$ cat src/rtl/comb_mem_reader_pkg.sv
// Shared types and constants for the comb_mem_d1 sweep reader.
package comb_mem_reader_pkg;

  typedef enum logic [2:0] {
    IDLE   = 3'd0,
    READ   = 3'd1,
    SEND   = 3'd2,
    CLEAR  = 3'd3,
    WAIT_W = 3'd4,
    FINISH = 3'd5
  } reader_state_e;

  localparam int unsigned ZERO_WORD_W = 64;
  localparam logic [ZERO_WORD_W-1:0] ZERO_WORD = '0;

endpackage

$ cat src/rtl/comb_mem_d1_reader_stream_hold_reg.sv
// Output word register with valid flag; valid drops on handshake.
module stream_hold_reg #(
  parameter int unsigned WIDTH = 32
) (
  input  logic             clk,
  input  logic             reset,
  input  logic             load,
  input  logic [WIDTH-1:0] load_data,
  input  logic             ready,
  output logic [WIDTH-1:0] data,
  output logic             valid
);

  always_ff @(posedge clk) begin
    if (reset) begin
      data  <= '0;
      valid <= 1'b0;
    end else if (load) begin
      data  <= load_data;
      valid <= 1'b1;
    end else if (valid && ready) begin
      valid <= 1'b0;
    end
  end

endmodule

$ cat src/rtl/comb_mem_d1_reader.sv
// Sweeps a contiguous range of a comb_mem_d1 and streams each word out.
// Optional clear-after-read write-back is enabled by defining CLEAR_ON_READ_EN.
module comb_mem_d1_reader
  import comb_mem_reader_pkg::*;
#(
  parameter int unsigned WIDTH    = 32,
  parameter int unsigned SIZE     = 16,
  parameter int unsigned IDX_SIZE = 4
) (
  input  logic                clk,
  input  logic                reset,
  input  logic                go,
  input  logic [IDX_SIZE-1:0] start_addr,
  input  logic [IDX_SIZE:0]   count,
  output logic                done,
  output logic [IDX_SIZE-1:0] addr0,
  output logic [WIDTH-1:0]    write_data,
  output logic                write_en,
  input  logic [WIDTH-1:0]    read_data,
  input  logic                mem_done,
  output logic                out_valid,
  input  logic                out_ready,
  output logic [WIDTH-1:0]    out_data
);

  localparam int unsigned CNT_W = IDX_SIZE + 1;

  reader_state_e       state;
  logic [IDX_SIZE-1:0] addr;
  logic [CNT_W-1:0]    remaining;
  logic [CNT_W-1:0]    count_sat_c;
  logic                last_word_c;
  logic                load_c;

  // Caller keeps count within SIZE; saturate anyway so remaining stays sane.
  assign count_sat_c = (count > CNT_W'(SIZE)) ? CNT_W'(SIZE) : count;
  assign last_word_c = (remaining == CNT_W'(1));
  assign load_c      = (state == READ);

  assign addr0      = addr;
  assign write_data = WIDTH'(ZERO_WORD);

`ifdef CLEAR_ON_READ_EN
  logic wr_en;
  assign write_en = wr_en;
`else
  logic unused_mem_done;
  assign write_en        = 1'b0;
  assign unused_mem_done = mem_done;
`endif

  stream_hold_reg #(.WIDTH(WIDTH)) u_hold (
    .clk       (clk),
    .reset     (reset),
    .load      (load_c),
    .load_data (read_data),
    .ready     (out_ready),
    .data      (out_data),
    .valid     (out_valid)
  );

  always_ff @(posedge clk) begin
    if (reset) begin
      state     <= IDLE;
      addr      <= '0;
      remaining <= '0;
      done      <= 1'b0;
`ifdef CLEAR_ON_READ_EN
      wr_en     <= 1'b0;
`endif
    end else begin
      done <= 1'b0;
      case (state)
        IDLE: begin
          if (go) begin
            if (count == '0) begin
              state <= FINISH;
              done  <= 1'b1;
            end else begin
              addr      <= start_addr;
              remaining <= count_sat_c;
              state     <= READ;
            end
          end
        end
        READ: state <= SEND;
        SEND: begin
          if (out_ready) begin
`ifdef CLEAR_ON_READ_EN
            state <= CLEAR;
            wr_en <= 1'b1;
`else
            remaining <= remaining - CNT_W'(1);
            if (last_word_c) begin
              state <= FINISH;
              done  <= 1'b1;
            end else begin
              addr  <= addr + IDX_SIZE'(1);
              state <= READ;
            end
`endif
          end
        end
`ifdef CLEAR_ON_READ_EN
        CLEAR: begin
          wr_en <= 1'b0;
          state <= WAIT_W;
        end
        WAIT_W: begin
          if (mem_done) begin
            remaining <= remaining - CNT_W'(1);
            if (last_word_c) begin
              state <= FINISH;
              done  <= 1'b1;
            end else begin
              addr  <= addr + IDX_SIZE'(1);
              state <= READ;
            end
          end
        end
`endif
        FINISH:  state <= IDLE;
        default: state <= IDLE;
      endcase
    end
  end

endmodule
$ cat config.mk
export PLATFORM = sky130hd
export DESIGN_NAME = comb_mem_d1_reader
export DESIGN_NICKNAME = d
export VERILOG_FILES = /design/src/rtl/comb_mem_reader_pkg.sv /design/src/rtl/comb_mem_d1_reader_stream_hold_reg.sv /design/src/rtl/comb_mem_d1_reader.sv
export SDC_FILE = /design/constraint.sdc
export NUM_CORES = 1
export LEC_CHECK = 0
export ABC_AREA = 1
export BUFFER_PORTS_ARGS = -buffer_cell sky130_fd_sc_hd__clkbuf_2
export CAP_MARGIN = 0
export CORE_AREA = 3 3 116 74
export CTS_CLUSTER_SIZE = 30
export DETAILED_ROUTE_END_ITERATION = 10
export DIE_AREA = 0 0 119 77
export PLACE_DENSITY = 0.6
export SYNTH_ARGS = -nofsm -noshare
export SYNTH_HDL_FRONTEND = slang
export SYNTH_HIERARCHICAL = 1
export SYNTH_SLANG_ARGS = --single-unit
export TNS_END_PERCENT = 30
$ cat constraint.sdc
create_clock -name clk -period 2.1 [get_ports clk]
set_clock_uncertainty 0.05 [all_clocks]
set_input_delay 0.42 -clock clk [delete_from_list [all_inputs] [get_ports clk]]
set_output_delay 0.42 -clock clk [all_outputs]
set_load 0.005 [all_outputs]
# Word level (Yosys, flattened, before mapping)

Index checks and enable logic that the tools add are counted.

$add $sub $neg: 2
Order comparisons: 1
Equality and inequality tests: 7
Multiplexer cells: 22
Reduce and logical (&&, ||, !) cells: 8

Operators by type and width:

| cell                                                                   | count |
|---|---|
| 5-bit two-way mux                                                      | 4 |
| 4-bit two-way mux                                                      | 4 |
| 3-bit two-way mux                                                      | 4 |
| 5-bit one-hot mux with 2 select lines                                  | 1 |
| 3-bit one-hot mux with 3 select lines                                  | 1 |
| 2-bit != test (second input constant)                                  | 4 |
| 4-bit one-hot mux with 2 select lines                                  | 1 |
| 1-bit two-way mux                                                      | 6 |
| 5-bit by 1-bit equality test with 1-bit output (second input constant) | 1 |
| 5-bit > comparator (second input constant)                             | 1 |
| 5-bit zero test                                                        | 1 |
| 5-bit AND reduction                                                    | 1 |
| 5-bit by 1-bit subtractor with 5-bit output (second input constant)    | 1 |
| 4-bit by 1-bit adder with 4-bit output (second input constant)         | 1 |
| 4-bit AND reduction                                                    | 1 |
| 2-bit nonzero test                                                     | 2 |
| 3-bit by 1-bit equality test with 1-bit output (second input constant) | 1 |
| 3-bit by 2-bit equality test with 1-bit output (second input constant) | 1 |
| 3-bit zero test                                                        | 1 |
| 1-bit one-hot mux with 2 select lines                                  | 1 |
| 2-bit AND reduction                                                    | 1 |
| 1-bit logical AND                                                      | 1 |

Flip-flop bits (word level): 46
Logic and storage cells: 46

# Logic depth before layout (Yosys ltp)

Gate-level depths: netlist of the first run.

Depth after elaboration: 5
Depth in mapped cells: 11

# Modules after synthesis

Netlist of the first run, hierarchy kept.

By module, submodules not included:

| module             | instances | cells each | area each (um^2) | sequential area each (um^2) |
|---|---|---|---|---|
| stream_hold_reg    | 1         | 143        | 1152.4           | 660.6 |
| comb_mem_d1_reader | 1         | 163        | 1094.8           | 260.2 |

# Worst setup path after synthesis of the first run

OpenSTA, ideal clock, no wires.

Path kind: reg2reg
Start point: register remaining[1]
End point: register addr[3], in the netlist addr0[3]
Library setup time: 114 ps
Data arrival time: 1124 ps
Setup slack: 812 ps
Cell stages (with the launch flop): 11
Buffers on the path: 0
Period minus slack after synthesis: 1288 ps
Cells stage by stage: dfxtp_1 inv_1 ha_1 inv_1 nor2_1 nand2_1 nor2_2 nor2_2 nand2_2 nor2_1 nor2_2

Longest elaborated chain between the ends: 3

RTL lines:

| what                                           | RTL line                 | source |
|---|---|---|
| start, declared                                | comb_mem_d1_reader.sv:30 | `logic [CNT_W-1:0] remaining;` |
| start signal, assigned                         | comb_mem_d1_reader.sv:81 | `remaining <= count_sat_c;` |
| start signal, assigned                         | comb_mem_d1_reader.sv:93 | `remaining <= remaining - CNT_W'(1);` |
| 5-bit by 1-bit equality test with 1-bit output | comb_mem_d1_reader.sv:37 | `assign last_word_c = (remaining == CNT_W'(1));` |
| 2-bit != test (no line)                        | -                        |  |
| 5-bit AND reduction (no line)                  | -                        |  |
| end signal, assigned                           | comb_mem_d1_reader.sv:80 | `addr <= start_addr;` |
| end signal, assigned                           | comb_mem_d1_reader.sv:98 | `addr <= addr + IDX_SIZE'(1);` |
| end, declared                                  | comb_mem_d1_reader.sv:29 | `logic [IDX_SIZE-1:0] addr;` |

Every way passes these cells.
A chain may end at the register's enable or synchronous reset.

# Worst setup path in the final report of the first run

Start point: register state[1]
End point: register u_hold.data[9]

Longest elaborated chain between the ends: 1

RTL lines:

| what                                           | RTL line                                 | source |
|---|---|---|
| start, declared                                | comb_mem_d1_reader.sv:28                 | `reader_state_e state;` |
| start signal, assigned                         | comb_mem_d1_reader.sv:64                 | `state <= IDLE;` |
| start signal, assigned                         | comb_mem_d1_reader.sv:77                 | `state <= FINISH;` |
| start signal, assigned                         | comb_mem_d1_reader.sv:82                 | `state <= READ;` |
| 3-bit by 1-bit equality test with 1-bit output | comb_mem_d1_reader.sv:38                 | `assign load_c = (state == READ);` |
| named net load_c                               | comb_mem_d1_reader.sv:33                 | `logic load_c;` |
| end signal, assigned                           | comb_mem_d1_reader_stream_hold_reg.sv:19 | `data <= load_data;` |
| end, declared                                  | comb_mem_d1_reader_stream_hold_reg.sv:10 | `output logic [WIDTH-1:0] data,` |

The timed path passes the listed nets, and every way through them passes these cells.

==> results of run 1 <==
==> worst max-delay path, delay by kind of cell, from the launching register on <==
family | cells | cell delay, ps
flops | 1 | 330
simple gates | 3 | 360
buf+inv | 3 | 780
==> placed cells by master (no fill, tap or decap), types with 2 or more instances in the layout <==
cell,instances
a21oi_1,4
buf_4,2
bufinv_16,2
clkbuf_16,5
clkbuf_2,82
clkinv_1,2
conb_1,33
dfxtp_1,46
ha_1,3
inv_1,17
inv_2,2
nand2_1,30
nand2_2,3
nand3_1,10
nand3b_1,4
nor2_1,85
nor2_2,3
nor2_4,3
o21ai_0,41
o21ai_1,2
==> stage by stage <==
step,power (mW),instance area (µm²)
global placement,1.57,2600
finish,2.59,2790
global route,2.77,2790
detailed placement,1.59,2600
CTS,2.63,2790
floorplan,1.44,2370
==> sequential cells by signal, indices dropped and copies added, names as in the netlist <==
signal,flops
state,3
remaining,5
u_hold/valid,1
done,1
u_hold/data,32
addr0,4
==> per-layer routing <==
metal / wire length, µm / GRT usage / vias to the layer above
met5: 0 / 0 / -
met4: 75 / 0.0451 / 0
met3: 273 / 0.0339 / 7
met2: 2340 / 0.185 / 59
met1: 2570 / 0.153 / 920
li1: - / - / 1057
==> power breakdown <==
| group | total, mW | switching [mW] | leakage [nW] | internal, mW |
|---|---|---|---|---|
| registers | 1.05 | 0.0650 | 0.379 | 0.984 |
| logic | 0.511 | 0.306 | 0.972 | 0.206 |
| clock network | 1.02 | 0.341 | 0.0940 | 0.684 |
==> path summary, 6_finish.rpt <==
path,to,startpoint,cells after the start
setup / recovery,u_hold/data[9],state[1],6
hold / removal,u_hold/data[16],read_data[16],3
setup reg to reg,u_hold/data[9],state[1],6
hold reg to reg,u_hold/valid,u_hold/valid,2
==> layout make-up <==
| type | instances | area, µm² |
|---|---|---|
| tap | 108 | 135 |
| fill | 844 | 4870 |
| clock buffer | 5 | 125 |
| multi-input combinational | 228 | 1040 |
| clock inverter | 3 | 68.8 |
| timing repair buffer | 84 | 425 |
| sequential | 46 | 921 |
| inverter | 21 | 78.8 |
==> logic make-up (layout without fill, tap and decap cells) <==
group | Yosys count | in the layout
and+or+nand+nor | 140 | 140
buffers and inverters | 64 | 113
AOI/OAI and AO/OA | 50 | 50
DFF | 46 | 46
adders and majority gates | 3 | 3
xor gates and xnor gates | 2 | 2
other | 1 | 33
==> results.sh, run 1 <==
export IMPL_hold_viol=0
export IMPL_syn_to_final_growth_pct=24.2
export IMPL_holdWs_ps=306
export IMPL_tns_ps=0
export IMPL_synth_top_area_frac=0.410
export IMPL_track_usage=0.118
export IMPL_ios=117
export IMPL_slew_headroom=0.617
export IMPL_post_cts_buffers=0
export IMPL_cts_buffer_depth=2
export IMPL_powerDensity_nw_per_um2=926
export IMPL_pre_cts_ws_ps=407
export IMPL_nets=435
export IMPL_antenna_left=0
export IMPL_via_per_inst=4.13
export IMPL_clkSinkCount=46
export IMPL_die_w_um=119
export IMPL_stdcell_count=495
export IMPL_clock_latency_ps=290
export IMPL_rsz0062_at_grt="no"
export IMPL_crit_arrival_ps=1770
export IMPL_postSynthAreaPerCell_um2=7.34
export IMPL_fin_util=0.364
export IMPL_synth_commonest_cells="85 x nor2_1, 46 x dfxtp_1, 41 x o21ai_0"
export IMPL_synth_warnings=6
export IMPL_synthAdderAreaFrac=0.0167
export IMPL_cap_viol_max_count=0
export IMPL_max_stage_delay_ps=350
export IMPL_setup_viol=0
export IMPL_wirelength_mm=5.26
export IMPL_setup_slack_ps=460
export IMPL_synth_cell_area_um2=2250
export IMPL_dp_cells=487
export IMPL_tightest_slew_ps=573
export IMPL_cts_max_level=2
export IMPL_crit_path_top_delay_cell="inv_2"
export IMPL_seq_area_frac_synth=0.410
export IMPL_yosysTopAreaCell="dfxtp_1"
export IMPL_root_buffer="clkbuf_16"
export IMPL_wl_per_cell_um=10.6
export IMPL_cp_max_fo=33
export IMPL_cts_resized=0
export IMPL_die_height_um=77
export IMPL_async_reset_ff_frac=0
export IMPL_antennaDiodeCount=0
export IMPL_cp_required_ps=2230
export IMPL_synthDistinctLibCells=27
export IMPL_synth_area_leaders="dfxtp_1 41%, nor2_1 14%, buf_4 11%"
export IMPL_synth_cells=306
export IMPL_crit_path_start_kind="flop"
export IMPL_end_kind="flop"
export IMPL_core_um2=7660
export IMPL_p_leak_nw=1.44
export IMPL_dr_total_vias=2043
export IMPL_cts_tree="built"
export IMPL_synth_ff_type="dfxtp_1"
export IMPL_cts_buffers=5
export IMPL_synth_seq_cells=46
export IMPL_die_area_um2=9160
export IMPL_grt_first_pass_wirelength_mm=8.85
export IMPL_worstPathCellList="inv_1 -> nand3_1 -> inv_1 -> inv_2 -> nor2_1 -> nor2_1"
export IMPL_drive_gt1_frac=0.274
export IMPL_fin_crit_ps=1640
export IMPL_min_period_over_period=0.781
export IMPL_antenna_found_initial=0
export IMPL_hold_buffers=0
export IMPL_synthSimpleGateAreaFrac=0.266
export IMPL_crit_type="flop to flop"
export IMPL_ir_worst_vdd_mv=0.262
export IMPL_reg2reg_slack_ps=460
export IMPL_dp_hpwl_mm=4.01
export IMPL_clkTransAtPathRegs_ps=70
export IMPL_synth_most_common_cell="nor2_1"
export IMPL_drc=0
export IMPL_status="completed"
export IMPL_rows=25
export IMPL_io_buffer_count=82
export IMPL_clock_fmax_mhz=610
export IMPL_drv_slew=0
export IMPL_synth_top_family_by_area="simple AND/OR/NAND/NOR gates"
export IMPL_gp_congestion=0.825
export IMPL_first_iter_violations=90
export IMPL_grt_pass1_vias=1875
export IMPL_grt_max_degree=34
export IMPL_synth_edf_count=0
export IMPL_synthMuxAreaShare=0
export IMPL_synth_xor_area_frac=0.00780
export IMPL_overflow=0
export IMPL_start_util=0.293
export IMPL_hp_class="input pin to flop"
export IMPL_first_pass_iters=4
export IMPL_synth_compound_area_frac=0.116
No activity file was read; power rests on OpenSTA's default activity.
==> inputs of run 2 (changes only) <==
==> constraint.sdc (replaced) <==
create_clock -name clk -period 1.6 [get_ports clk]
set_clock_uncertainty 0.05 [all_clocks]
set_input_delay 0.32 -clock clk [delete_from_list [all_inputs] [get_ports clk]]
set_output_delay 0.32 -clock clk [all_outputs]
set_load 0.005 [all_outputs]
==> run 2 against run 1 <==
  * Design area up 0.45%
  * Final cell count up 0.20%
  * Critical path depth up 4
  * Worst setup slack worse by 300 ps
  * Register-to-register slack worse by 300 ps
  * Die area unchanged
  * Count of clock-buffer cells in the layout up 1
  * Combinational power up 32%
  * Utilization up 0.16 points
  * Flip-flop and latch count unchanged
  * Critical path type unchanged
  * Largest power group unchanged
==> results.sh, run 2 (synthesized netlist as in run 1, its figures left out) <==
export IMPL_status="completed"
export IMPL_final_cell_mix="85 x nor2_1, 82 x clkbuf_2, 46 x dfxtp_1"
export IMPL_dp_cells=488
export IMPL_first_iter_violations=56
export IMPL_die_height_um=77
export IMPL_pre_cts_ws_ps=136
export IMPL_antenna_left=0
export IMPL_tightest_slew_ps=792
export IMPL_syn_to_final_growth_pct=24.8
export IMPL_dr_total_vias=2022
export IMPL_drc=0
export IMPL_tns_ps=0
export IMPL_clock_latency_ps=280
export IMPL_crit_type="flop to flop"
export IMPL_cts_tree="built"
export IMPL_hp_class="input pin to flop"
export IMPL_ir_worst_vdd_mv=0.597
export IMPL_io_buffer_count=82
export IMPL_die_area_um2=9160
export IMPL_crit_path_start_kind="flop"
export IMPL_antennaDiodeCount=0
export IMPL_grt_pass1_vias=1802
export IMPL_critPathLaunch="remaining[1]"
export IMPL_ios=117
export IMPL_end_kind="flop"
export IMPL_core_um2=7660
export IMPL_post_cts_buffers=0
export IMPL_fillers=841
export IMPL_timing_rr_end="addr0[3]"
export IMPL_drive_gt1_frac=0.276
export IMPL_clkSinkCount=46
export IMPL_slew_headroom=0.471
export IMPL_use_met2=0.178
export IMPL_cts_resized=0
export IMPL_overflow=0
export IMPL_clkTransAtPathRegs_ps=60
export IMPL_grt_met1_usage=0.142
export IMPL_met3_usage=0.0361
export IMPL_grt_max_degree=34
export IMPL_rr_startpoint="remaining[1]"
export IMPL_clock_fmax_mhz=692
export IMPL_dpl_instance_area_um2=2610
export IMPL_drv_slew=0
export IMPL_nets=436
export IMPL_gr_max_usage_layer="met2"
export IMPL_hold_buffers=0
export IMPL_cp_max_fo=4
export IMPL_crit_path_end="addr0[3]"
export IMPL_layout_commonest_cell="nor2_1"
export IMPL_via_per_inst=4.08
export IMPL_track_usage=0.111
export IMPL_die_w_um=119
export IMPL_largest_register="u_hold/data"
export IMPL_design_area_um2=2800
export IMPL_cap_viol_max_count=0
export IMPL_stdcell_count=496
export IMPL_worstRegToRegCells=10
export IMPL_gp_congestion=0.795
export IMPL_fin_crit_ps=1440
export IMPL_wirelength_mm=5.10
export IMPL_first_pass_iters=4
export IMPL_powerDensity_nw_per_um2=1220
export IMPL_start_util=0.293
export IMPL_p_leak_nw=1.45
export IMPL_setup_slack_ps=155
export IMPL_reg2reg_slack_ps=160
export IMPL_hold_viol=0
export IMPL_largest_reg_flops=32
export IMPL_min_period_over_period=0.903
export IMPL_cts_buffer_depth=2
export IMPL_cts_max_level=2
export IMPL_setup_viol=0
export IMPL_cts_buffers=5
export IMPL_crit_arrival_ps=1570
export IMPL_rows=25
export IMPL_grt_first_pass_wirelength_mm=8.31
export IMPL_rsz0062_at_grt="no"
export IMPL_wl_per_cell_um=10.3
export IMPL_root_buffer="clkbuf_16"
export IMPL_dp_hpwl_mm=3.89
export IMPL_antenna_found_initial=0
export IMPL_cp_required_ps=1730
==> run 2: changes by cell type in the layout (fill, tap and decap cells not counted), sizes merged <==
cell	previous run	this run
clkbuf	87	88
clkinv	3	2
buf	2	3
==> run 2: cell type report <==
type | instances | area, µm² | share of cell area
Clock inverter | 2 | 60.1 | 0.0214
Sequential cell | 46 | 921 | 0.328
Clock buffer | 6 | 139 | 0.0495
Multi-Input combinational cell | 228 | 1040 | 0.370
Inverter | 21 | 78.8 | 0.0281
Tap cell | 108 | 135 | 0.0482
Timing Repair Buffer | 85 | 433 | 0.154
==> run 2: worst min-delay path by stage <==
stage	from	endpoint	slack (ps)	depth (start not counted)
floorplan	reset	remaining[0]	330	1
global placement	u_hold/valid	u_hold/valid	400	2
detailed placement	u_hold/valid	u_hold/valid	400	2
CTS	read_data[6]	u_hold/data[6]	200	3
global route	read_data[14]	u_hold/data[14]	200	3
finish	read_data[31]	u_hold/data[31]	210	3
==> run 2: power breakdown <==
group / internal, mW / total [mW] / switching (mW)
clock: 0.937 / 1.36 / 0.424
combinational: 0.273 / 0.672 / 0.400
sequential: 1.29 / 1.38 / 0.0842
==> run 2: layer usage <==
layer  vias up  wire [µm]  share of wire
met5         -          0              0
met4         0         36         0.0071
met3         2        272          0.053
met2        50       2360           0.46
met1       910       2430           0.48
li1       1060          -              -
==> run 2: through the flow <==
stage | power (mW) | util | hold slack, ps
global route | 3.65 | 0.366 | 199
detailed placement | 2.08 | 0.340 | 402
finish | 3.41 | 0.366 | 211
global placement | 2.07 | 0.340 | 399
CTS | 3.48 | 0.366 | 202
floorplan | 1.89 | - | 332
==> run 2: critical path, cell delays in order, from the launching register on <==
cell and delay, ps:
dfxtp_1 320, inv_1 80, ha_1 180, inv_1 50, nor2_1 30, nand2_1 80
nor2_2 50, nor2_2 200, nand2_2 110, nor2_1 140, nor2_2 50
